--- src/rtl/blink_pkg.sv ---
// Shared types and default parameters for the blink stretcher.
package blink_pkg;

  typedef enum logic [1:0] {
    IDLE = 2'd0,
    ON   = 2'd1,
    OFF  = 2'd2
  } state_t;

  localparam int unsigned DEF_N         = 20;
  localparam int unsigned DEF_ON_TICKS  = 3;
  localparam int unsigned DEF_OFF_TICKS = 3;
  localparam int unsigned DEF_CNT_W     = 4;
  localparam int unsigned PHASE_W       = 4;

endpackage

--- src/rtl/blink_stretcher_tick_gen.sv ---
// Free-running 2^N prescaler; clr restarts the count so a tick lands 2^N cycles later.
module tick_gen
  import blink_pkg::*;
#(
  parameter int unsigned N = DEF_N
) (
  input  logic clk,
  input  logic reset,
  input  logic clr,
  output logic tick
);

  logic [N-1:0] cnt_q, cnt_d;

  always_comb begin
    cnt_d = clr ? '0 : cnt_q + N'(1);
  end

  always_ff @(posedge clk or negedge reset) begin
    if (!reset) cnt_q <= '0;
    else        cnt_q <= cnt_d;
  end

  assign tick = (cnt_q == {N{1'b1}});

endmodule

--- src/rtl/blink_stretcher.sv ---
// Stretches single-cycle events into visible LED blinks, queuing events that arrive mid-blink.
module blink_stretcher
  import blink_pkg::*;
#(
  parameter int unsigned N         = DEF_N,
  parameter int unsigned ON_TICKS  = DEF_ON_TICKS,
  parameter int unsigned OFF_TICKS = DEF_OFF_TICKS,
  parameter int unsigned CNT_W     = DEF_CNT_W
) (
  input  logic             clk,
  input  logic             reset,
  input  logic             ev,
  input  logic             clr_ovf,
  output logic             led,
  output logic             busy,
  output logic [CNT_W-1:0] pending,
  output logic             ovf
);

  localparam int unsigned PW = CNT_W + 1;

  state_t             state_q, state_d;
  logic [PHASE_W-1:0] phase_q, phase_d;
  logic [CNT_W-1:0]   pend_q, pend_d;
  logic [PW-1:0]      pend_w;
  logic               ovf_q, ovf_d;
  logic               led_q, busy_q;
  logic               tick, clr, consume_ev, dec;

  tick_gen #(.N(N)) u_tick (
    .clk   (clk),
    .reset (reset),
    .clr   (clr),
    .tick  (tick)
  );

  always_comb begin
    state_d    = state_q;
    phase_d    = phase_q;
    consume_ev = 1'b0;
    dec        = 1'b0;

    case (state_q)
      IDLE: begin
        if (ev) begin
          state_d    = ON;
          consume_ev = 1'b1;
        end
      end
      ON: begin
        if (tick) begin
          if (phase_q == PHASE_W'(ON_TICKS - 1)) state_d = OFF;
          else                                   phase_d = phase_q + PHASE_W'(1);
        end
      end
      OFF: begin
        if (tick) begin
          if (phase_q == PHASE_W'(OFF_TICKS - 1)) begin
            // A live event is preferred over the queue so pending stays put.
            if (ev) begin
              state_d    = ON;
              consume_ev = 1'b1;
            end else if (pend_q != '0) begin
              state_d = ON;
              dec     = 1'b1;
            end else begin
              state_d = IDLE;
            end
          end else begin
            phase_d = phase_q + PHASE_W'(1);
          end
        end
      end
      default: state_d = IDLE;
    endcase

    if (state_d != state_q) phase_d = '0;
    clr = (state_d != state_q) || (state_q == IDLE);

    // Pending math one bit wide so saturation shows up as a carry.
    pend_w = {1'b0, pend_q};
    if (dec)                     pend_w = pend_w - PW'(1);
    else if (ev && !consume_ev)  pend_w = pend_w + PW'(1);

    if (pend_w[CNT_W]) begin
      pend_d = pend_q;
      ovf_d  = 1'b1;
    end else begin
      pend_d = pend_w[CNT_W-1:0];
      ovf_d  = clr_ovf ? 1'b0 : ovf_q;
    end
  end

  always_ff @(posedge clk or negedge reset) begin
    if (!reset) begin
      state_q <= IDLE;
      phase_q <= '0;
      pend_q  <= '0;
      ovf_q   <= 1'b0;
      led_q   <= 1'b0;
      busy_q  <= 1'b0;
    end else begin
      state_q <= state_d;
      phase_q <= phase_d;
      pend_q  <= pend_d;
      ovf_q   <= ovf_d;
      led_q   <= (state_d == ON);
      busy_q  <= (state_d != IDLE);
    end
  end

  assign led     = led_q;
  assign busy    = busy_q;
  assign pending = pend_q;
  assign ovf     = ovf_q;

endmodule

--- config.mk ---
export PLATFORM = sky130hd
export DESIGN_NAME = blink_stretcher
export DESIGN_NICKNAME = d
export VERILOG_FILES = /design/src/rtl/blink_pkg.sv /design/src/rtl/blink_stretcher_tick_gen.sv /design/src/rtl/blink_stretcher.sv
export SDC_FILE = /design/constraint.sdc
export NUM_CORES = 1
export LEC_CHECK = 0
export CORE_UTILIZATION = 50
export DETAILED_ROUTE_END_ITERATION = 6
export PLACE_DENSITY = 0.64
export SYNTH_ARGS = -nofsm -noshare
export SYNTH_HDL_FRONTEND = slang
export SYNTH_SLANG_ARGS = --single-unit
--- constraint.sdc ---
create_clock -name clk -period 3.9 [get_ports clk]
set_input_delay 0.78 -clock clk [delete_from_list [all_inputs] [get_ports clk]]
set_output_delay 0.78 -clock clk [all_outputs]
set_load 0.02 [all_outputs]
* Word level (Yosys, flattened, before mapping)
Cells that the tools add are included.
Widths: inputs -> output; s select.
** Cells by class
- $add $sub $neg :: 4
- Equal/unequal tests :: 7
- Multiplexer cells :: 26
- Bitwise gates (word level) :: 1
- Reduce and logical (&&, ||, !) cells :: 13
** Operators with widths (count)
- $add 20x1->20 const B :: 1
- $eq 20x20->1 const B :: 1
- $mux 20 :: 1
- $mux 4 :: 4
- $mux 1 :: 12
- $mux 2 :: 5
- $mux 5 :: 2
- $reduce_bool 2->1 :: 5
- $pmux 2 s3 :: 1
- $add 4x1->5 const B :: 1
- $sub 4x1->5 const B :: 1
- $add 4x1->4 const B :: 1
- $eq 2x1->1 const B :: 2
- $eq 4x2->1 const B :: 1
- $reduce_bool 4->1 :: 1
- $reduce_and 3->1 :: 1
- $eq 2x2->1 const B :: 1
- $logic_not 2->1 :: 1
- $ne 2x1->1 const B :: 1
- $ne 2x2->1 :: 1
- $pmux 1 s2 :: 1
- $reduce_and 2->1 :: 1
- $reduce_or 2->1 :: 1
- $logic_and 1x1->1 :: 1
- 3 further kinds :: 3
** Storage, ports and cells
- Bits in registers :: 33

* Longest topological paths before layout
Gate-level depths: netlist (run 1).
- Word-level depth :: 10
- Depth in mapped cells :: 9
- Depth with buffers taken out :: 7

* Modules after synthesis
From an unflattened synthesis (run 1), not the netlist that was laid out.
** Second synthesis, totals
- Cell total of the unflattened synthesis :: 205
- Area total of the unflattened synthesis :: 1990.7 um^2
** Modules (own cells, without submodules)
- tick_gen :: instances 1, cells an instance 103, area each 996.0 um^2, sequential area each 500.5 um^2
- blink_stretcher :: instances 1, cells an instance 102, area each 994.7 um^2, sequential area each 325.3 um^2

* Worst setup path before layout (run 1)
No wires, ideal clock.
- Kind :: in2reg
- From :: in ev
- To :: reg u_tick.cnt_q[16]
- Setup time :: 71 ps
- Arrival time :: 2208 ps
- Data required time :: 3829 ps
- Setup slack :: 1621 ps
- Stages on the path :: 6
- Buffers on the path :: 1
- Cell sequence :: or4b_1 -> nand4_1 -> nand4_2 -> a2111o_1 -> buf_6 -> nor2_2
** Between the ends
- Cells in the longest elaborated chain, start to end :: 7
** Ends and longest elaborated chain
- start, declared :: line blink_stretcher.sv:12 : input logic ev,
- $mux 1 :: line blink_stretcher.sv:60 : if (ev) begin
- $mux 2 :: line blink_stretcher.sv:58 : if (phase_q == PHASE_W'(OFF_TICKS - 1)) begin
- $mux 2 :: line blink_stretcher.sv:57 : if (tick) begin
- $pmux 2 s3 * :: line blink_stretcher.sv:43 : case (state_q)
- $ne 2x2->1 * :: line blink_stretcher.sv:78 : clr = (state_d != state_q) || (state_q == IDLE);
- $logic_or 1x1->1 * :: line blink_stretcher.sv:78
- $mux 20 * :: line blink_stretcher_tick_gen.sv:16 : cnt_d = clr ? '0 : cnt_q + N'(1);
- via u_tick.cnt_d[16] :: line blink_stretcher_tick_gen.sv:13 : logic [N-1:0] cnt_q, cnt_d;
- end signal, assigned :: line blink_stretcher_tick_gen.sv:21 : else cnt_q <= cnt_d;
- end, declared :: line blink_stretcher_tick_gen.sv:13
The timed path passes the listed nets; every way through them passes the cells marked *.
A chain may end at the register's enable or synchronous reset.

* Worst setup path in the final report (run 1)
- From :: in ev
- To :: reg u_tick.cnt_q[9]
Same word-level chain as after synthesis.

==> results of run 1 <==
==> routing by layer <==
metal  vias to the layer above  part of all wire [%]  GRT usage (%)
met2                        41                    50          35.59
met3                        11                   3.7          4.138
met5                         -                     0              0
met1                       793                    45          27.53
li1                        783                     -              -
met4                         0                   1.7          8.777
==> per-stage QoR <==
step	area (µm²)	hold WS [ns]
after global placement	2203	0.4818
after CTS	2320	0.5087
after floorplan	2068	0.4596
after global routing	2320	0.5308
after detailed placement	2203	0.4971
final	2320	0.5097
==> registers in the layout (all words and copies together), names as in the netlist <==
name	flops
u_tick.cnt_q	20
pending	4
phase_q	4
state_q	2
busy	1
led	1
ovf	1
==> area by class of cell <==
cell class	count	area, µm²
Multi-Input combinational cell	163	1155
Tap cell	50	62.56
Fill cell	357	1652
Clock buffer	7	86.33
Timing Repair Buffer	11	107.6
Sequential cell	33	825.8
Inverter	14	52.55
Clock inverter	1	30.03
==> final timing paths <==
path                            startpoint              end  slack [ns]
max                                     ev  u_tick.cnt_q[9]        0.81
min                        u_tick.cnt_q[0]  u_tick.cnt_q[0]        0.51
max reg2reg                     pending[1]  u_tick.cnt_q[9]        1.12
min reg2reg                u_tick.cnt_q[0]  u_tick.cnt_q[0]        0.51
max in group asynchronous            reset       state_q[0]        2.69
min in group asynchronous            reset       pending[1]        0.90
==> cell families after synthesis <==
logic type,synth area share (%)
XOR/XNOR,9.317
adder cells (fa/ha/maj),6.050
AO/OA/AOI/OAI,8.410
flip-flops,39.93
buffers and inverters,4.235
AND/OR/NAND/NOR,31.10
multiplexers,0.9680
==> report_power, final <==
group          total (µW)  internal [µW]  switching, µW
Sequential            460            391           69.3
Combinational         475            192            283
Clock                 329            208            121
==> layout by cell type, fill, tap and decap left out, drive strengths merged, types with 2 or more instances in the layout <==
master          n
or3             2
o21ai           5
or3b            2
or4b            3
xor2            9
nand4          12
nor3            7
o311a           2
nand3          15
xnor2          13
and3            5
nand2           7
a211o           4
nor2           33
inv            14
nand2b          3
nor2b           4
a21oi           4
clkbuf          7
dfrtp          33
nor4            5
mux2i           2
clkdlybuf4s50  10
a31oi           2
or2             3
ha             10
==> flow_summary_export.csv, run 1 <==
group,metric,value,unit
logic_synthesis,netlist_top_cells_area,"dfrtp_1 (40%), ha_1 (6.0%), nor2_2 (6.0%), xnor2_1 (5.5%), xor2_1 (3.8%)",
clock_network,cts_resized,0,
cells_and_area,drive_above_1_share,17.47,%
timing,worst_slack,0.8082,ns
timing,max_slew.worst_pin.slew,1.052,ns
cells_and_area,final_nets,242,
global_routing,grt_antenna_before_repair,0,
cells_and_area,final_core_util,58.41,%
critical_path,worstPathArrival,3.23,ns
logic_synthesis,synth_top_cell_by_area,"dfrtp_1",
flow_run,maxCapViolCount,0,
timing,max_freq,323.4,MHz
clock_network,htree_levels,2,
routing,num_vias,1628,
power,p_leak,0.0009395,µW
power,p_per_area,545.0,mW/mm²
logic_synthesis,syn-num-nets,229,
timing,slew_headroom,29.19,%
clock_network,cts_root_buf,"clkbuf_8",
logic_synthesis,synth_area_per_cell,9.620,µm²
logic_synthesis,ys_seq_area_share,39.93,%
clock_network,insertion_delay,0.29,ns
placed_design,dp_slack,0.5127,ns
placed_design,hpwl,3.011,mm
timing,finalSetupViolations,0,
critical_path,critical_path_depth,6,
critical_path,worst_setup_path_end_kind,"flip-flop",
routing,drc,0,
floorplanning,die_y,66.32,µm
floorplanning,start_util,52.08,%
timing,fin_tns_setup,0,ns
critical_path,path_cells,"clkdlybuf4s50_1, or4b_1, a211o_1, nand4_2, a2111o_1, nor2_2",
logic_synthesis,ys_ff_latch,33,
logic_synthesis,synthCells,215,
floorplanning,num_rows,23,
clock_network,cts_setup_buffers,0,
global_routing,grt_pass1_vias,1552,
logic_synthesis,synth_area,0.002068,mm²
placed_design,port_buffers,10,
logic_synthesis,synth_common_cells,"dfrtp_1 (33), nor2_2 (20), inv_1 (14), nand3_1 (14)",
global_routing,grt_usage,21.57,%
floorplanning,dieArea,0.004398,mm²
routing,via_per_inst,5.835,
clock_network,clk_pin_slew,0.07,ns
timing,rsz0062_at_grt,"false",
floorplanning,core_area,0.003971,mm²
power,finalPower,1264,µW
routing,first_pass_iters,4,
routing,ant_nets,0,
logic_synthesis,synth_edf_count,0,
cells_and_area,fin_cells,279,
clock_network,clock_path_buffers,2,
critical_path,slowest_delay,0.80,ns
routing,drt-total-wl,4.167,mm
global_routing,grt_max_degree,34,
logic_synthesis,dominantRegCellSynth,"dfrtp_1",
critical_path,critPathLaunchType,"input port",
clock_network,numCtsBuffers,5,
logic_synthesis,postSynth.asyncResetShare,100.0,%
min_path,hold_depth,1,
cells_and_area,diodes,0,
min_path,worstHoldPathType,"reg -> reg",
logic_synthesis,synth_top_area_share,39.93,%
floorplanning,die_x,66.32,µm
timing,layout_min_cycle_time,3.092,ns
clock_network,numClockSinks,33,
timing,slew_viol_final,0,
cells_and_area,area_delta_synth_final,12.16,%
critical_path,path_max_fanout,20,
timing,finalCritPeriodShare,79.28,%
clock_network,ctsHoldBuffers,0,
routing,wl_per_cell,14.94,µm
critical_path,path_class,"in -> reg",
critical_path,critPathBufInv,1,
logic_synthesis,yosysMostFrequentCell,"dfrtp_1",
routing,drtIter0Drc,95,
critical_path,r2r_cells,7,
power,max-vdd-ir-drop,0.0004029,V
logic_synthesis,synth_cell_types,47,
timing,hold_violations,0,
logic_synthesis,yosys_warnings,0,
clock_network,cts_tree,"built",
global_routing,grt_first_pass_wirelength,7.093,mm
placed_design,gp_congestion,0.7935,
critical_path,required,4.04,ns
timing,fin_skew,0.009570,ns
outcome,outcome,"finished clean",
critical_path,cp_top_family,"compound AO/OA/AOI/OAI gates",
placed_design,place_inst,271,
floorplanning,ioPinCount,11,
global_routing,overflow,0,
critical_path,cp_slowest_cell,"a2111o_1",
Power figures use the tool's default switching activity.
==> run 2: changes to the inputs <==
==> constraint.sdc (replaced) <==
create_clock -name clk -period 2.9 [get_ports clk]
set_input_delay 0.58 -clock clk [delete_from_list [all_inputs] [get_ports clk]]
set_output_delay 0.58 -clock clk [all_outputs]
set_load 0.02 [all_outputs]
==> flow_summary_export.csv, run 2 (synthesized netlist as in run 1, its figures left out) <==
group,metric,value,unit
cells_and_area,diodes,0,
power,finalPower,1713,µW
clock_network,cts_resized,0,
clock_network,cts_setup_buffers,0,
power,p_leak,0.0009599,µW
critical_path,critPathBufInv,2,
global_routing,grt_antenna_before_repair,0,
critical_path,path_class,"reg -> reg",
critical_path,r2r_cells,8,
critical_path,slowest_delay,0.51,ns
power,switching_share,37.10,%
critical_path,critical_path_depth,8,
routing,drt-total-wl,4.054,mm
routing,first_pass_iters,4,
clock_network,numCtsBuffers,5,
timing,max_slew.worst_pin.slew,0.7500,ns
min_path,worstHoldPathType,"reg -> reg",
clock_network,clk_pin_slew,0.07,ns
power,max-vdd-ir-drop,0.0005508,V
global_routing,grt_max_degree,34,
global_routing,overflow,0,
floorplanning,die_x,66.32,µm
global_routing,grt_first_pass_wirelength,7.100,mm
critical_path,path_cells,"inv_1, ha_1, or4b_1, nand4_1, nand4_2, a2111o_1, buf_4, nor2_2",
floorplanning,start_util,52.08,%
critical_path,cp_top_family,"simple AND/OR/NAND/NOR gates",
timing,slew_headroom,49.54,%
flow_run,maxCapViolCount,0,
outcome,outcome,"finished clean",
timing,fin_skew,0.004898,ns
timing,finalSetupViolations,0,
routing,via_per_inst,5.781,
power,power_frac_seq,36.1,%
clock_network,numClockSinks,33,
clock_network,htree_levels,2,
clock_network,insertion_delay,0.28,ns
critical_path,worst_setup_path_end_kind,"flip-flop",
floorplanning,num_rows,23,
placed_design,gp_congestion,0.8363,
critical_path,worstPathArrival,2.67,ns
critical_path,required,3.12,ns
timing,max_freq,408.6,MHz
critical_path,r2r_end,"u_tick.cnt_q[9]",
clock_network,cts_root_buf,"clkbuf_8",
routing,wl_per_cell,14.33,µm
floorplanning,core_area,0.003971,mm²
placed_design,hpwl,2.877,mm
cells_and_area,drive_above_1_share,18.88,%
cells_and_area,largest_register_ffs,20,
cells_and_area,final_cell_mix,"dfrtp_1 (33), nor2_2 (20), inv_1 (14), nand3_1 (14)",
power,comb_power_share,37.8,%
floorplanning,die_y,66.32,µm
placed_design,placed_area,0.002233,mm²
floorplanning,ioPinCount,11,
cells_and_area,fin_area,0.002350,mm²
cells_and_area,final_nets,246,
critical_path,r2r_start,"pending[0]",
cells_and_area,area_delta_synth_final,13.61,%
power,p_per_area,728.9,mW/mm²
timing,slew_viol_final,0,
power,internal_power,1077,µW
timing,whs,0.5026,ns
timing,rsz0062_at_grt,"false",
routing,num_vias,1636,
floorplanning,dieArea,0.004398,mm²
critical_path,critPathLaunchType,"flip-flop",
cells_and_area,top_register,"u_tick.cnt_q",
critical_path,endpoint,"u_tick.cnt_q[9]",
global_routing,grt_usage,21.52,%
clock_network,clock_path_buffers,2,
power,p_switching,635.5,µW
global_routing,grt_pass1_vias,1551,
cells_and_area,final_core_util,59.17,%
clock_network,cts_tree,"built",
clock_network,ctsHoldBuffers,0,
placed_design,port_buffers,10,
critical_path,path_max_fanout,20,
cells_and_area,layout_commonest_cell,"dfrtp_1",
routing,ant_nets,0,
timing,finalCritPeriodShare,84.39,%
timing,fin_tns_setup,0,ns
critical_path,setup.worst_path.start,"pending[0]",
critical_path,reg2reg_slack,0.45,ns
routing,drc,0,
timing,layout_min_cycle_time,2.447,ns
critical_path,cp_slowest_cell,"or4b_1",
routing,drtIter0Drc,89,
timing,hold_violations,0,
power,clkPwrFrac,26.1,%
## run 2: cell count changes in the layout (fill, tap and decap cells not counted)
cell / change
buf_4: +4
## run 2: worst reg2reg max path, stage by stage, from the launching register on
cell,delay [ns]
dfrtp_1,0.47
inv_1,0.12
ha_1,0.22
or4b_1,0.51
nand4_1,0.14
nand4_2,0.11
a2111o_1,0.43
buf_4,0.24
nor2_2,0.15
## run 2: routing by layer
layer | vias to the layer above | global-route usage (%) | part of all wire (%)
li1 | 794 | - | -
met1 | 802 | 27.89 | 47
met2 | 32 | 33.29 | 47
met3 | 8 | 6.034 | 3.4
met4 | 0 | 9.309 | 1.9
met5 | - | 0 | 0
## run 2: worst min path at each step
stage | from | end | slack [ns] | cells after the start
2_1_floorplan | reset | busy | 0.28 | 0
3_3_place_gp | u_tick.cnt_q[0] | u_tick.cnt_q[0] | 0.48 | 1
6_report | u_tick.cnt_q[0] | u_tick.cnt_q[0] | 0.50 | 1
4_1_cts | u_tick.cnt_q[0] | u_tick.cnt_q[0] | 0.50 | 1
3_5_place_dp | u_tick.cnt_q[0] | u_tick.cnt_q[0] | 0.49 | 1
5_1_grt | u_tick.cnt_q[0] | u_tick.cnt_q[0] | 0.53 | 1
## run 2: power by group through the flow
stage                     clock network, µW  logic, µW  registers [µW]
final                                   447        648             618
after global routing                    479        716             633
after CTS                               458        650             619
after detailed placement                  0        644             628
after global placement                    0        635             622
after floorplan                           0        462             643
## run 2: layout make-up
class                      instances  area (µm²)
fill                             353        1622
clock inverter                     1       30.03
sequential                        33       825.8
multi-input combinational        163        1155
timing repair buffer              15       137.6
clock buffer                       7       86.33
tap                               50       62.56
inverter                          14       52.55
## run 2: through the flow
stage / std cells / setup WS (ns)
CTS: 283 / 0.4402
detailed placement: 275 / 0.2360
global route: 283 / 0.2940
global placement: 275 / 0.2832
floorplan: 215 / 0.6450
finish: 283 / 0.4527
==> run 3: changes to the inputs <==
==> constraint.sdc (replaced) <==
create_clock -name clk -period 2.5 [get_ports clk]
set_input_delay 0.5 -clock clk [delete_from_list [all_inputs] [get_ports clk]]
set_output_delay 0.5 -clock clk [all_outputs]
set_load 0.02 [all_outputs]
==> flow_summary_export.csv, run 3 (synthesized netlist as in run 1, its figures left out) <==
group,metric,value,unit
critical_path,path_class,"reg -> reg",
floorplanning,die_y,66.32,µm
timing,rsz0062_at_grt,"false",
power,internal_power,1182,µW
cells_and_area,diodes,0,
timing,finalSetupViolations,0,
clock_network,htree_levels,2,
flow_run,maxCapViolCount,0,
routing,via_per_inst,5.644,
cells_and_area,area_delta_synth_final,15.85,%
clock_network,cts_root_buf,"clkbuf_8",
power,comb_power_share,45.1,%
critical_path,required,2.71,ns
global_routing,overflow,0,
global_routing,grt_max_degree,34,
clock_network,cts_tree,"built",
global_routing,met3_usage,5.172,%
global_routing,grt_antenna_before_repair,0,
global_routing,met2_usage,36.10,%
placed_design,port_buffers,10,
power,p_leak,0.0009963,µW
floorplanning,start_util,52.08,%
clock_network,numClockSinks,33,
cells_and_area,largest_register_ffs,20,
critical_path,critPathLaunchType,"flip-flop",
critical_path,cp_slowest_cell,"or3b_4",
power,clkPwrFrac,19.8,%
timing,slew_headroom,72.25,%
placed_design,place_inst,282,
timing,fin_skew,0.008432,ns
critical_path,path_max_fanout,20,
critical_path,worstPathArrival,2.61,ns
power,p_per_area,811.0,mW/mm²
cells_and_area,final_cell_mix,"dfrtp_1 (33), nor2_2 (20), inv_1 (14), nand3_1 (14)",
global_routing,grt_first_pass_wirelength,7.093,mm
floorplanning,die_x,66.32,µm
timing,slew_viol_final,0,
power,finalPower,1943,µW
global_routing,use_met1,27.15,%
routing,ant_nets,0,
routing,drtIter0Drc,105,
timing,fin_tns_setup,0,ns
timing,layout_min_cycle_time,2.396,ns
floorplanning,ioPinCount,11,
cells_and_area,top_register,"u_tick.cnt_q",
critical_path,cp_top_family,"simple AND/OR/NAND/NOR gates",
timing,finalCritPeriodShare,95.85,%
power,max-vdd-ir-drop,0.0005339,V
critical_path,critPathBufInv,2,
placed_design,dp_slack,-0.04327,ns
routing,first_pass_iters,4,
routing,drt-total-wl,4.179,mm
cells_and_area,drive_above_1_share,21.90,%
routing,wl_per_cell,14.31,µm
clock_network,insertion_delay,0.28,ns
floorplanning,core_area,0.003971,mm²
critical_path,path_cells,"inv_1, ha_1, or3b_4, or2_1, o311a_1, a2111o_1, buf_12, nor2_2",
clock_network,cts_resized,0,
floorplanning,dieArea,0.004398,mm²
global_routing,grt_pass1_vias,1584,
critical_path,slowest_delay,0.41,ns
cells_and_area,layout_commonest_cell,"dfrtp_1",
routing,drc,0,
placed_design,hpwl,3.063,mm
routing,num_vias,1648,
outcome,outcome,"finished clean",
placed_design,gp_congestion,0.7880,
clock_network,numCtsBuffers,5,
global_routing,top_usage_layer,"met2",
floorplanning,num_rows,23,
clock_network,clk_pin_slew,0.06,ns
global_routing,grt_usage,21.29,%
timing,hold_violations,0,
cells_and_area,fin_cells,292,
critical_path,worst_setup_path_end_kind,"flip-flop",
timing,max_slew.worst_pin.slew,0.4163,ns
timing,worst_slack,0.1037,ns
power,switching_share,39.16,%
cells_and_area,final_nets,255,
clock_network,clock_path_buffers,2,
power,power_frac_seq,35.1,%
timing,max_freq,417.3,MHz
min_path,worstHoldPathType,"reg -> reg",
timing,whs,0.5009,ns
power,p_switching,760.9,µW
==> run 3: cell count changes in the layout (fill, tap and decap cells not counted) <==
cell       before  now
bufinv_16       1    0
clkbuf_8        6    5
buf_4           5   13
buf_12          0    1
clkinv_2        0    2
==> run 3: area by class of cell <==
class | count | area (µm²)
clock inverters | 2 | 10.01
fillers | 349 | 1575
flip-flops and latches | 33 | 825.8
well taps | 50 | 62.56
multi-input cells | 163 | 1155
clock buffers | 6 | 72.57
inverters | 14 | 52.55
repair buffers | 24 | 217.7
==> run 3: final timing paths <==
path / startpoint / depth (start not counted) / slack (ns) / to
max: phase_q[0] / 8 / 0.10 / u_tick.cnt_q[13]
min: u_tick.cnt_q[0] / 1 / 0.50 / u_tick.cnt_q[0]
max reg2reg: phase_q[0] / 8 / 0.10 / u_tick.cnt_q[13]
min reg2reg: u_tick.cnt_q[0] / 1 / 0.50 / u_tick.cnt_q[0]
max in group asynchronous: reset / 2 / 1.57 / busy
min in group asynchronous: reset / 2 / 0.62 / pending[3]
==> run 3: metrics by stage <==
stage	instance area [µm²]	util [%]
after CTS	2381	59.96
after floorplan	2068	-
after detailed placement	2298	57.88
after global placement	2298	57.88
final	2396	60.33
after global routing	2396	60.33
==> run 3: power groups by stage <==
stage / Sequential (µW) / Clock, µW / Combinational, µW
finish: 682 / 385 / 876
global route: 694 / 414 / 958
CTS: 680 / 396 / 879
detailed placement: 689 / 0 / 875
global placement: 684 / 0 / 850
floorplan: 746 / 0 / 536
==> run 3: worst register-to-register path, stage by stage (launching register included) <==
cell and delay (ns):
dfrtp_1 0.40, inv_1 0.07, ha_1 0.15, or3b_4 0.41, or2_1 0.24, o311a_1 0.36, a2111o_1 0.39, buf_12 0.18
nor2_2 0.11
==> run 3: timing repair <==
action | 4_1_cts | 5_1_grt
endpoints found under the setup margin | 0 | 18
buffers inserted | 0 | 2
hold buffers | 0 | 0
==> run 3: metal layers <==
metal / vias to the layer above / share of wire [%]
li1: 813 / -
met1: 795 / 45
met2: 36 / 49
met3: 4 / 4.3
met4: 0 / 0.72
met5: - / 0
